==> src/rtl/p22_spi_reg_writer_pkg.sv <==
// Shared SPI register-write definitions, used by both the writer and the receiver.
// Contents:
//   CMD_*        command codes 0..10
//   LEN_*        payload length in bits for each command class
//   SPI_CMD_BITS width of the command field that leads every frame
//   spi_cmd_len  maps a command code to its payload length
//                (codes 11..15 carry a single payload bit)
//   spi_state_e  writer FSM states
package p22_spi_reg_writer_pkg;

  localparam int unsigned SPI_CMD_BITS = 4;
  localparam int unsigned SPI_MAX_LEN  = 24;
  localparam int unsigned SPI_MAX_BITS = SPI_CMD_BITS + SPI_MAX_LEN;

  localparam logic [3:0] CMD_SKY     = 4'd0;
  localparam logic [3:0] CMD_FLOOR   = 4'd1;
  localparam logic [3:0] CMD_LEAK    = 4'd2;
  localparam logic [3:0] CMD_OTHER   = 4'd3;
  localparam logic [3:0] CMD_VSHIFT  = 4'd4;
  localparam logic [3:0] CMD_VINF    = 4'd5;
  localparam logic [3:0] CMD_MAPD    = 4'd6;
  localparam logic [3:0] CMD_TEXADD0 = 4'd7;
  localparam logic [3:0] CMD_TEXADD1 = 4'd8;
  localparam logic [3:0] CMD_TEXADD2 = 4'd9;
  localparam logic [3:0] CMD_TEXADD3 = 4'd10;

  localparam logic [4:0] LEN_SKY    = 5'd6;
  localparam logic [4:0] LEN_FLOOR  = 5'd6;
  localparam logic [4:0] LEN_LEAK   = 5'd6;
  localparam logic [4:0] LEN_OTHER  = 5'd12;
  localparam logic [4:0] LEN_VSHIFT = 5'd6;
  localparam logic [4:0] LEN_VINF   = 5'd1;
  localparam logic [4:0] LEN_MAPD   = 5'd16;
  localparam logic [4:0] LEN_TEXADD = 5'd24;
  localparam logic [4:0] LEN_UNUSED = 5'd1;

  typedef enum logic [1:0] {
    StIdle,
    StSetup,
    StShift,
    StGap
  } spi_state_e;

  function automatic logic [4:0] spi_cmd_len(input logic [3:0] code);
    logic [4:0] len;
    case (code)
      CMD_SKY:     len = LEN_SKY;
      CMD_FLOOR:   len = LEN_FLOOR;
      CMD_LEAK:    len = LEN_LEAK;
      CMD_OTHER:   len = LEN_OTHER;
      CMD_VSHIFT:  len = LEN_VSHIFT;
      CMD_VINF:    len = LEN_VINF;
      CMD_MAPD:    len = LEN_MAPD;
      CMD_TEXADD0,
      CMD_TEXADD1,
      CMD_TEXADD2,
      CMD_TEXADD3: len = LEN_TEXADD;
      default:     len = LEN_UNUSED;
    endcase
    return len;
  endfunction

endpackage

==> src/rtl/p22_spi_reg_writer.sv <==
// SPI mode-0 register writer. Accepts one command/payload per handshake and
// shifts out a frame of 4 command bits followed by the low LEN(cmd) payload
// bits, MSB first, then holds slave select high for SS_GAP clocks.
// Parameters:
//   SCLK_HALF  system clocks per SCLK half-period (>= 3)
//   SS_GAP     system clocks SS_n stays high between frames (>= 4)
// Ports:
//   clk        system clock, rising edge
//   reset      synchronous active-high reset (aborts any frame in flight)
//   cmd_valid  request to send a frame
//   cmd_ready  high only in IDLE; frame accepted on cmd_valid && cmd_ready
//   cmd        4-bit command code
//   payload    24-bit right-justified data
//   o_sclk     SPI clock, idles low
//   o_ss_n     active-low slave select
//   o_mosi     serial data out
//   done       one-cycle pulse on the first cycle o_ss_n is high after a frame
module p22_spi_reg_writer
  import p22_spi_reg_writer_pkg::*;
#(
  parameter int unsigned SCLK_HALF = 4,
  parameter int unsigned SS_GAP    = 8
) (
  input  logic        clk,
  input  logic        reset,
  input  logic        cmd_valid,
  output logic        cmd_ready,
  input  logic [3:0]  cmd,
  input  logic [23:0] payload,
  output logic        o_sclk,
  output logic        o_ss_n,
  output logic        o_mosi,
  output logic        done
);

  // One counter times both the SCLK half-periods and the inter-frame gap,
  // so it is sized for the larger of the two.
  localparam int unsigned CNT_MAX = (SCLK_HALF > SS_GAP) ? SCLK_HALF : SS_GAP;
  localparam int unsigned CNT_W   = $clog2(CNT_MAX);

  localparam logic [CNT_W-1:0] HALF_LAST = CNT_W'(SCLK_HALF - 1);
  localparam logic [CNT_W-1:0] GAP_LAST  = CNT_W'(SS_GAP - 1);

  spi_state_e              state;
  logic [CNT_W-1:0]        cnt;
  logic [4:0]              bit_idx;
  logic [4:0]              last_idx;
  logic [SPI_MAX_BITS-1:0] shreg;

  // Frame left-justified in a 28-bit register: shifting the payload up by
  // (24 - LEN) drops every bit above LEN, so the MSB is always the next bit.
  logic [4:0]              acc_len;
  logic [4:0]              acc_shift;
  logic [23:0]             acc_data;
  logic [SPI_MAX_BITS-1:0] acc_frame;

  assign acc_len   = spi_cmd_len(cmd);
  assign acc_shift = 5'(SPI_MAX_LEN) - acc_len;
  assign acc_data  = payload << acc_shift;
  assign acc_frame = {cmd, acc_data};

  always_ff @(posedge clk) begin
    if (reset) begin
      // Land in GAP so a receiver cut off mid-frame sees a full SS_n-high gap.
      state     <= StGap;
      cnt       <= '0;
      bit_idx   <= '0;
      last_idx  <= '0;
      shreg     <= '0;
      cmd_ready <= 1'b0;
      o_sclk    <= 1'b0;
      o_ss_n    <= 1'b1;
      o_mosi    <= 1'b0;
      done      <= 1'b0;
    end else begin
      done <= 1'b0;
      unique case (state)
        StIdle: begin
          if (cmd_valid && cmd_ready) begin
            state     <= StSetup;
            cnt       <= '0;
            bit_idx   <= '0;
            last_idx  <= acc_len + 5'd3;  // N - 1
            shreg     <= acc_frame;
            cmd_ready <= 1'b0;
            o_ss_n    <= 1'b0;
            o_mosi    <= acc_frame[SPI_MAX_BITS-1];
          end
        end

        StSetup: begin
          if (cnt == HALF_LAST) begin
            state  <= StShift;
            cnt    <= '0;
            o_sclk <= 1'b1;
          end else begin
            cnt <= cnt + 1'b1;
          end
        end

        StShift: begin
          if (cnt != HALF_LAST) begin
            cnt <= cnt + 1'b1;
          end else begin
            cnt <= '0;
            if (o_sclk) begin
              // Falling edge: the only point where MOSI may change.
              o_sclk <= 1'b0;
              shreg  <= {shreg[SPI_MAX_BITS-2:0], 1'b0};
              o_mosi <= (bit_idx == last_idx) ? 1'b0 : shreg[SPI_MAX_BITS-2];
            end else if (bit_idx == last_idx) begin
              state  <= StGap;
              o_ss_n <= 1'b1;
              done   <= 1'b1;
            end else begin
              bit_idx <= bit_idx + 5'd1;
              o_sclk  <= 1'b1;
            end
          end
        end

        StGap: begin
          if (cnt == GAP_LAST) begin
            state     <= StIdle;
            cnt       <= '0;
            cmd_ready <= 1'b1;
          end else begin
            cnt <= cnt + 1'b1;
          end
        end

        default: begin
          state <= StGap;
          cnt   <= '0;
        end
      endcase
    end
  end

endmodule
==> config.mk <==
export PLATFORM = sky130hd
export DESIGN_NAME = p22_spi_reg_writer
export DESIGN_NICKNAME = d
export VERILOG_FILES = /design/src/rtl/p22_spi_reg_writer_pkg.sv /design/src/rtl/p22_spi_reg_writer.sv
export SDC_FILE = /design/constraint.sdc
export NUM_CORES = 1
export LEC_CHECK = 0
export BUFFER_PORTS_ARGS = -buffer_cell sky130_fd_sc_hd__buf_2
export CAP_MARGIN = 20
export CORE_UTILIZATION = 39
export CTS_CLUSTER_DIAMETER = 60
export DETAILED_ROUTE_END_ITERATION = 10
export GPL_TIMING_DRIVEN = 0
export MAX_ROUTING_LAYER = met4
export PLACE_DENSITY = 0.58
export SLEW_MARGIN = 20
export SYNTH_ARGS = -nofsm -noshare
export SYNTH_HDL_FRONTEND = slang
export SYNTH_SLANG_ARGS = --single-unit
==> constraint.sdc <==
create_clock -name clk -period 8.25 [get_ports clk]
set_clock_uncertainty 0.05 [all_clocks]
set_input_delay 2.475 -clock clk [delete_from_list [all_inputs] [get_ports clk]]
set_output_delay 2.475 -clock clk [all_outputs]
set_load 0.1 [all_outputs]
==> flow_summary.yaml, run 1 <==
cts:
  cts_tree: "built"
  cts_setup_buffers: 0
  root_buffer: "clkbuf_16"
  clk_path_buf_depth: 2
  clkSlewWorstSetupHoldPaths_ns: 0.06
  h-tree-depth: 2
  ctsResizeCount: 0
  worstSkewPairLatency_ns: 0.29
  cts_buffers: 5
  clock_sinks: 47
  ctsHoldBuffers: 0
die:
  die_w_um: 108.5
  fp.dieH_um: 108.5
  rows: 38
  core_area_um2: 10940
  io_pins: 36
  die_area_um2: 11760
  start_util: 0.4041
power:
  p_clk_frac: 0.189
  power_frac_seq: 0.274
  p_int_uw: 600.4
  power_leakage_uw: 0.001859
  p_per_area_nw_per_um2: 229.3
  switchingPower_uw: 528.0
  ir_worst_vdd_mv: 0.1406
  total_power_uw: 1128
  p_comb_frac: 0.537
  p_sw_frac: 0.4679
timing:
  maxSlewViolCount: 0
  hold_slack_ns: 0.4303
  fin_tns_setup_ns: 0
  fin_crit_sh: 0.7449
  max_freq_mhz: 162.7
  slew_headroom: 0.5375
  worstMarginPinSlew_ns: 0.6923
  rsz0062_at_grt: "no"
  layout_min_cycle_time_ns: 6.145
  finalSetupViolCount: 0
  hold_viol: 0
layout:
  layoutNonFillerInstCount: 763
  final_area_um2: 4921
  antenna_cells: 0
  final_nets: 664
  layout-drive-gt1-share: 0.1589
  areaGrowthSynthToFinish_pct: 11.35
synthesis:
  netlist_area_um2: 4419
  ys_async_sr_fraction: 0
  synth.most_common_cell: "nor2_1"
  synthFlopType: "dfxtp_1"
  avgSynthCellArea_um2: 7.619
  synth_top_area_share: 0.2129
  synth_cells: 580
  synthTopCellsByArea: "dfxtp_1 21%, nor2_1 5.6%, a21oi_1 4.1%, mux2i_1 3.4%, o21ai_0 3.2%"
  ys_warn_count: 0
  synth_edf_count: 0
  syn_nets: 622
  yosys.area.top_type: "dfxtp_1"
  synth_common_cells: "66 x nor2_1, 47 x dfxtp_1, 36 x a21oi_1"
  ys_types: 69
  ys_seq_elements: 47
  synth-seq-area-share: 0.2129
worst_setup_path:
  worstSetupPathType: "in -> reg"
  critical_path_peak_fanout: 10
  critPathArrivalTime_ns: 6.24
  startpoint_type: "input pin"
  cp_data_required_time_ns: 8.34
  end_kind: "flop"
routing:
  drc: 0
  num_vias: 5161
  dr.pass1.iters: 7
  antenna_left: 0
  drt_iter0_drc: 697
  vias_per_cell: 6.764
  wl_per_cell_um: 21.77
  wirelength_um: 16610
place:
  port_buffers: 35
  dp.cells: 755
  routabilityCongestion: 0.9401
  place_hpwl_um: 12600
  place_area_um2: 4770
global_route:
  grt_max_degree: 15
  grt_antenna_before_repair: 0
  grt_pass1_vias: 4665
  grt_pass1_wl_um: 25880
  gr-total-overflow: 0
  grt_usage: 0.2958
min_path:
  min_path_type: "reg -> reg"
run_status:
  outcome: "complete, no violations"
flow_run:
  timing.max_cap.violations: 0
-- cell usage in the layout (no fill, tap or decap), drive strengths merged, types with 16 or more instances in the layout --
cell,n
clkbuf,22
o221ai,16
nor2,66
nand3,17
buf,73
a21oi,37
dfxtp,47
a211oi,19
nand2,32
nor3,24
o22ai,19
o22a,16
o21ai,29
-- layout make-up --
| class | count | area, um^2 |
|---|---|---|
| Buffer | 53 | 272.8 |
| Timing Repair Buffer | 35 | 175.2 |
| Inverter | 15 | 56.30 |
| Multi-Input combinational cell | 465 | 3149 |
| Fill cell | 1136 | 6015 |
| Clock buffer | 7 | 142.6 |
| Clock inverter | 1 | 8.758 |
| Tap cell | 140 | 175.2 |
| Sequential cell | 47 | 940.9 |
-- state kept, by name, summed over array words and instances, names as in the netlist --
signal     flops
bit_idx        5
cmd_ready      1
cnt            3
done           1
last_idx       5
o_mosi         1
o_sclk         1
o_ss_n         1
shreg         27
state          2
-- power groups by stage --
stage / Sequential (uW) / Combinational (uW) / Clock, uW
after CTS: 308 / 595 / 214
final: 309 / 606 / 213
after global routing: 313 / 663 / 224
after global placement: 311 / 589 / 0
after detailed placement: 313 / 591 / 0
after floorplan: 337 / 401 / 0
-- stage by stage --
step / util / setup WS (ns)
after CTS: 0.4500 / 2.250
after detailed placement: 0.4362 / 1.942
after floorplan: - / 3.199
final: 0.4500 / 2.105
after global placement: 0.4362 / 1.985
after global routing: 0.4500 / 1.855
-- cell families after synthesis --
group                      count (synthesis)  share of synthesized area
xor gates and xnor gates                  10                    0.01982
muxes                                     21                    0.06200
buffers and inverters                     68                    0.07446
DFF                                       47                     0.2129
AOI/OAI and AO/OA                        226                     0.3695
adders and majority gates                 11                    0.03114
and+or+nand+nor                          197                     0.2302
-- critical path, stage by stage --
cell and delay, ns:
buf_2 0.10, buf_2 0.24, buf_2 0.26, buf_2 0.29, buf_1 0.48, nand2_1 0.10
nand2_1 0.12, ha_1 0.13, clkbuf_1 0.41, buf_1 0.52, clkbuf_1 0.46, o21bai_1 0.25
o221ai_1 0.29, o22ai_1 0.11
-- metal layers --
metal | track usage | vias up | share of wire
li1 | - | 2338 | -
met1 | 0.4052 | 2497 | 0.43
met2 | 0.4494 | 288 | 0.45
met3 | 0.04159 | 38 | 0.093
met4 | 0.08591 | 0 | 0.020
met5 | - | - | 0
-- path summary, 6_finish.rpt --
path	start	end	slack (ns)	depth (start not counted)
hold reg to reg	shreg[20]	shreg[20]	0.43	2
hold / removal	shreg[20]	shreg[20]	0.43	2
setup / recovery	cmd[1]	shreg[21]	2.10	14
setup reg to reg	state[0]	shreg[20]	5.38	8
Note: power is estimated with default switching activity, not from simulation.
==> run 2, diff against run 1 <==
PLACE_DENSITY = 0.6   (was 0.58)
clock period = 5.6 ns   (was 8.25 ns; I/O delays follow)
==> run 2 against run 1 <==
Net effect: worst setup slack got worse by 1.8 ns; first-iteration DRC count decreased by 13%; sequential power grew 47%; via count fell by 1.1%; wire length shrank 0.21%; cell area decreased by 0.15%; core utilization fell by 0.069 points; global-route usage decreased by 0.30 points; power grew 46%; largest power group unchanged; highest routed layer unchanged.
==> flow_summary.yaml, run 2 (synthesis gave the netlist of run 1 again) <==
run_status:
  outcome: "complete, no violations"
min_path:
  holdPathEnd: "shreg[20]"
  hp-start: "shreg[20]"
  min_path_type: "reg -> reg"
  holdPathStages: 2
timing:
  hold_viol: 0
  maxSlewViolCount: 0
  slew_headroom: 0.4856
  fin_tns_setup_ns: 0
  finalSetupViolCount: 0
  hold_slack_ns: 0.4256
  rsz0062_at_grt: "no"
  max_freq_mhz: 187.2
  worstMarginPinSlew_ns: 0.7699
  fin_crit_sh: 0.9541
  layout_min_cycle_time_ns: 5.343
die:
  rows: 38
  io_pins: 36
  die_area_um2: 11760
  start_util: 0.4041
  core_area_um2: 10940
  fp.dieH_um: 108.5
  die_w_um: 108.5
routing:
  wirelength_um: 16580
  drt_iter0_drc: 606
  drc: 0
  num_vias: 5106
  wl_per_cell_um: 21.73
  dr.pass1.iters: 5
  antenna_left: 0
  vias_per_cell: 6.692
cts:
  cts_tree: "built"
  worstSkewPairLatency_ns: 0.29
  clk_path_buf_depth: 2
  ctsHoldBuffers: 0
  clkSlewWorstSetupHoldPaths_ns: 0.06
  clock_sinks: 47
  h-tree-depth: 2
  cts_buffers: 5
  root_buffer: "clkbuf_16"
  ctsResizeCount: 0
  cts_setup_buffers: 0
layout:
  areaGrowthSynthToFinish_pct: 11.18
  final_common_cell: "nor2_1"
  largest_reg_flops: 27
  layout_common_cells: "66 x nor2_1, 55 x buf_2, 47 x dfxtp_1"
  largest_registers: "shreg x27, bit_idx x5, last_idx x5"
  final_nets: 664
  antenna_cells: 0
  layout-drive-gt1-share: 0.1605
  regMostFlops: "shreg"
worst_setup_path:
  ff2ff_setup_slack_ns: 2.67
  crit_slowest_cell: "buf_1"
  r2r-end: "shreg[11]"
  worst_path_largest_cell_delay_ns: 0.53
  cp_data_required_time_ns: 5.70
  reg2reg_from: "state[0]"
  worstSetupPathType: "in -> reg"
  critical_path_peak_fanout: 10
  critPathArrivalTime_ns: 5.44
  end_kind: "flop"
  critical-path-top-delay-family: "buffers and inverters"
  worstPathCellList: "buf_2, buf_2, buf_2, buf_2, buf_1, nand2_1, nand2_1, ha_1, clkbuf_1, buf_1, clkbuf_1, o21bai_1, o221ai_1, o22ai_1"
  path_common_cell: "buf_2"
  startpoint_type: "input pin"
  critPathBufInv: 8
  ff2ff_path_depth: 8
global_route:
  grt_max_degree: 16
  grt_pass1_vias: 4627
  grt_pass1_wl_um: 25350
  grt_antenna_before_repair: 0
  grt_usage: 0.2928
  gr-total-overflow: 0
flow_run:
  timing.max_cap.violations: 0
power:
  power_leakage_uw: 0.001859
  p_per_area_nw_per_um2: 335.0
  ir_worst_vdd_mv: 0.2446
place:
  port_buffers: 35
  place_hpwl_um: 12550
  routabilityCongestion: 0.9472
==> run 2: cell type report <==
class / count / area, um^2
fillers: 1168 / 6022
well taps: 140 / 175.2
clock buffers: 5 / 125.1
flip-flops and latches: 47 / 940.9
repair buffers: 35 / 175.2
clock inverters: 3 / 18.77
inverters: 15 / 56.30
plain buffers: 53 / 272.8
multi-input cells: 465 / 3149
==> run 2: layer usage <==
metal	vias to the layer above	wire length, um	track usage
met3	38	1528	0.04461
li1	2337	-	-
met5	-	0	-
met4	0	314	0.07722
met2	306	7317	0.4453
met1	2425	7417	0.4018
==> run 2: per-stage QoR <==
stage	util	power [uW]	std cells	setup WS, ns	instance area (um^2)
2_1_floorplan	-	1086	580	1.344	4419
3_5_place_dp	0.4362	1332	755	0.1626	4770
3_3_place_gp	0.4362	1323	755	0.1508	4770
5_1_grt	0.4493	1744	763	0.05479	4913
6_report	0.4493	1646	763	0.2571	4913
4_1_cts	0.4493	1630	763	0.4473	4913
==> run 2: how the worst max path moves through the flow <==
stage,start,cells after the start,slack (ns),endpoint
4_1_cts,cmd[1],15,0.45,shreg[5]
3_3_place_gp,cmd[1],14,0.15,shreg[21]
5_1_grt,cmd[1],14,0.05,shreg[11]
2_1_floorplan,cmd[1],12,1.34,shreg[13]
3_5_place_dp,cmd[1],15,0.16,shreg[5]
6_report,cmd[1],14,0.26,shreg[21]
==> run 2: tightest hold or removal path, stage by stage (launching register included) <==
cell	delay, ns
dfxtp_1	0.31
nand2_1	0.05
a221oi_1	0.06
==> run 2: report_power, final <==
part / internal, uW / switching, uW / leakage, uW / total, uW
Combinational: 296 / 598 / 0.00140 / 894
Clock: 166 / 131 / 0.0000740 / 297
Sequential: 409 / 46.0 / 0.000382 / 455
==> run 3, diff against run 2 <==
ABC_AREA = 1   (was default)
PLACE_DENSITY = 0.61   (was 0.6)
==> run 3 against run 2 <==
Net effect: power down 34%; critical path depth up 1; synthesized cell count down 0.17%; critical endpoint is now shreg[17]; highest routed layer unchanged.
==> flow_summary.yaml, run 3 <==
global_route:
  grt_antenna_before_repair: 0
  grt_max_degree: 15
  grt_usage: 0.2280
  grt_pass1_wl_um: 17310
  grt_pass1_vias: 3656
  gr-total-overflow: 0
routing:
  antenna_left: 0
  vias_per_cell: 5.466
  num_vias: 3990
  drt_iter0_drc: 255
  drc: 0
  dr.pass1.iters: 7
  wirelength_um: 10520
  wl_per_cell_um: 14.41
cts:
  clkSlewWorstSetupHoldPaths_ns: 0.08
  h-tree-depth: 2
  ctsResizeCount: 0
  ctsHoldBuffers: 0
  cts_setup_buffers: 0
  clock_sinks: 47
  root_buffer: "clkbuf_8"
  cts_buffers: 5
  worstSkewPairLatency_ns: 0.30
  clk_path_buf_depth: 2
  cts_tree: "built"
worst_setup_path:
  reg2reg_from: "state[0]"
  ff2ff_path_depth: 11
  ff2ff_setup_slack_ns: 3.25
  startpoint_type: "input pin"
  worst_path_largest_cell_delay_ns: 0.36
  r2r-end: "shreg[18]"
  critPathArrivalTime_ns: 4.10
  cp_data_required_time_ns: 5.78
  path_common_cell: "buf_2"
  critical_path_peak_fanout: 11
  end_kind: "flop"
  worstPathCellList: "buf_2, inv_2, nand2_2, nand2_4, buf_2, ha_1, buf_2, inv_1, clkbuf_1, nand2_1, nor3_1, nand2_1, o21ai_1, a21oi_1, nor2_1"
  crit_slowest_cell: "clkbuf_1"
  worstSetupPathType: "in -> reg"
synthesis:
  avgSynthCellArea_um2: 6.273
  synth.most_common_cell: "nand2_1"
  yosys.area.top_type: "dfxtp_1"
  synth_edf_count: 0
  synthFlopType: "dfxtp_1"
  synth_adder_area_share: 0.03789
  synth_compound_area_frac: 0.1788
  ys_async_sr_fraction: 0
  ys_types: 42
  synth_cells: 579
  synth-seq-area-share: 0.2590
  synth_common_cells: "141 x nand2_1, 103 x nand3_1, 56 x inv_1"
  ys_warn_count: 0
  ys_seq_elements: 47
  synth_top_family_by_area: "simple AND/OR/NAND/NOR gates"
  synth-simple-area-share: 0.3948
  synthTopCellsByArea: "dfxtp_1 26%, nand2_1 15%, nand3_1 14%, a21oi_1 7.4%, inv_1 5.8%"
  synth_mux_area_frac: 0
  syn_nets: 621
  synth_top_area_share: 0.2590
  synth-xor-area-share: 0.01653
  netlist_area_um2: 3632
die:
  die_area_um2: 9703
  die_w_um: 98.51
  core_area_um2: 8848
  rows: 34
  start_util: 0.4105
  io_pins: 36
  fp.dieH_um: 98.51
timing:
  finalSetupViolCount: 0
  hold_slack_ns: 0.4227
  rsz0062_at_grt: "no"
  max_freq_mhz: 255.1
  worstMarginPinSlew_ns: 0.6133
  fin_crit_sh: 0.6999
  slew_headroom: 0.5896
  layout_min_cycle_time_ns: 3.919
  hold_viol: 0
  fin_tns_setup_ns: 0
  maxSlewViolCount: 0
power:
  ir_worst_vdd_mv: 0.1429
  total_power_uw: 1089
  power_frac_seq: 0.361
  switchingPower_uw: 477.9
  p_clk_frac: 0.183
  p_comb_frac: 0.456
  p_per_area_nw_per_um2: 270.4
  power_leakage_uw: 0.001894
  p_int_uw: 611.0
  p_sw_frac: 0.4389
run_status:
  outcome: "complete, no violations"
place:
  port_buffers: 35
  place_hpwl_um: 8428
  place_area_um2: 3943
  routabilityCongestion: 0.9342
layout:
  layout_common_cells: "141 x nand2_1, 103 x nand3_1, 56 x inv_1"
  seq_area_um2: 940.9
  final_common_cell: "nand2_1"
  final_nets: 663
  layout-drive-gt1-share: 0.1238
  multiInputGateArea_um2: 2281
  largest_registers: "shreg x27, bit_idx x5, last_idx x5"
  regMostFlops: "shreg"
  antenna_cells: 0
  largest_reg_flops: 27
  fillers: 976
  final_area_um2: 4026
  areaGrowthSynthToFinish_pct: 10.85
flow_run:
  timing.max_cap.violations: 0
min_path:
  holdPathStages: 2
  min_path_type: "reg -> reg"
  hp-start: "shreg[0]"
  holdPathEnd: "shreg[0]"
==> run 3: layout make-up <==
| class | instances | area share |
|---|---|---|
| buffer | 32 | 0.04879 |
| clock buffer | 5 | 0.01709 |
| clock inverter | 3 | 0.003729 |
| inverter | 57 | 0.05314 |
| multi-input combinational | 443 | 0.5665 |
| sequential | 47 | 0.2337 |
| tap | 108 | 0.03356 |
| timing repair buffer | 35 | 0.04351 |
==> run 3: worst max-delay path, delay by kind of cell <==
family                     cells  cell delay, ns
buffers and inverters          6            1.11
and+or+nand+nor                6            0.82
adders and majority gates      1            0.25
AOI/OAI and AO/OA              2            0.21
==> run 3: worst max path at each step <==
stage	cells after the start	startpoint	to	slack (ns)
2_1_floorplan	15	cmd[3]	shreg[17]	1.98
3_3_place_gp	14	cmd[3]	shreg[15]	1.37
3_5_place_dp	14	cmd[3]	shreg[15]	1.40
4_1_cts	15	cmd[3]	shreg[17]	1.71
5_1_grt	15	cmd[3]	shreg[17]	1.42
6_report	15	cmd[3]	shreg[17]	1.68
==> run 3: metal layers <==
metal | vias to the layer above | track usage | part of all wire
met5 | - | - | 0
met2 | 71 | 0.3678 | 0.46
met4 | 0 | 0.03330 | 0.0079
met1 | 1880 | 0.3135 | 0.50
li1 | 2031 | - | -
met3 | 8 | 0.02624 | 0.028
==> run 3: per-stage QoR <==
stage | utilization | setup WS [ns] | instances
after floorplan | - | 1.981 | 579
after global placement | 0.4456 | 1.375 | 722
after detailed placement | 0.4456 | 1.402 | 722
after CTS | 0.4550 | 1.708 | 730
after global routing | 0.4550 | 1.425 | 730
final | 0.4550 | 1.681 | 730
==> run 3: cells by family after synthesis <==
| group | count (synthesis) |
|---|---|
| AOI/OAI and AO/OA | 119 |
| DFF | 47 |
| buffers and inverters | 89 |
| adders and majority gates | 11 |
| and+or+nand+nor | 307 |
| xor gates and xnor gates | 6 |
==> run 3: power groups by stage <==
| stage | logic (uW) | registers, uW | clock network (uW) |
|---|---|---|---|
| 3_5_place_dp | 490 | 401 | 0 |
| 4_1_cts | 491 | 393 | 205 |
| 6_report | 497 | 393 | 199 |
| 5_1_grt | 552 | 399 | 219 |
| 2_1_floorplan | 335 | 426 | 0 |
| 3_3_place_gp | 486 | 399 | 0 |
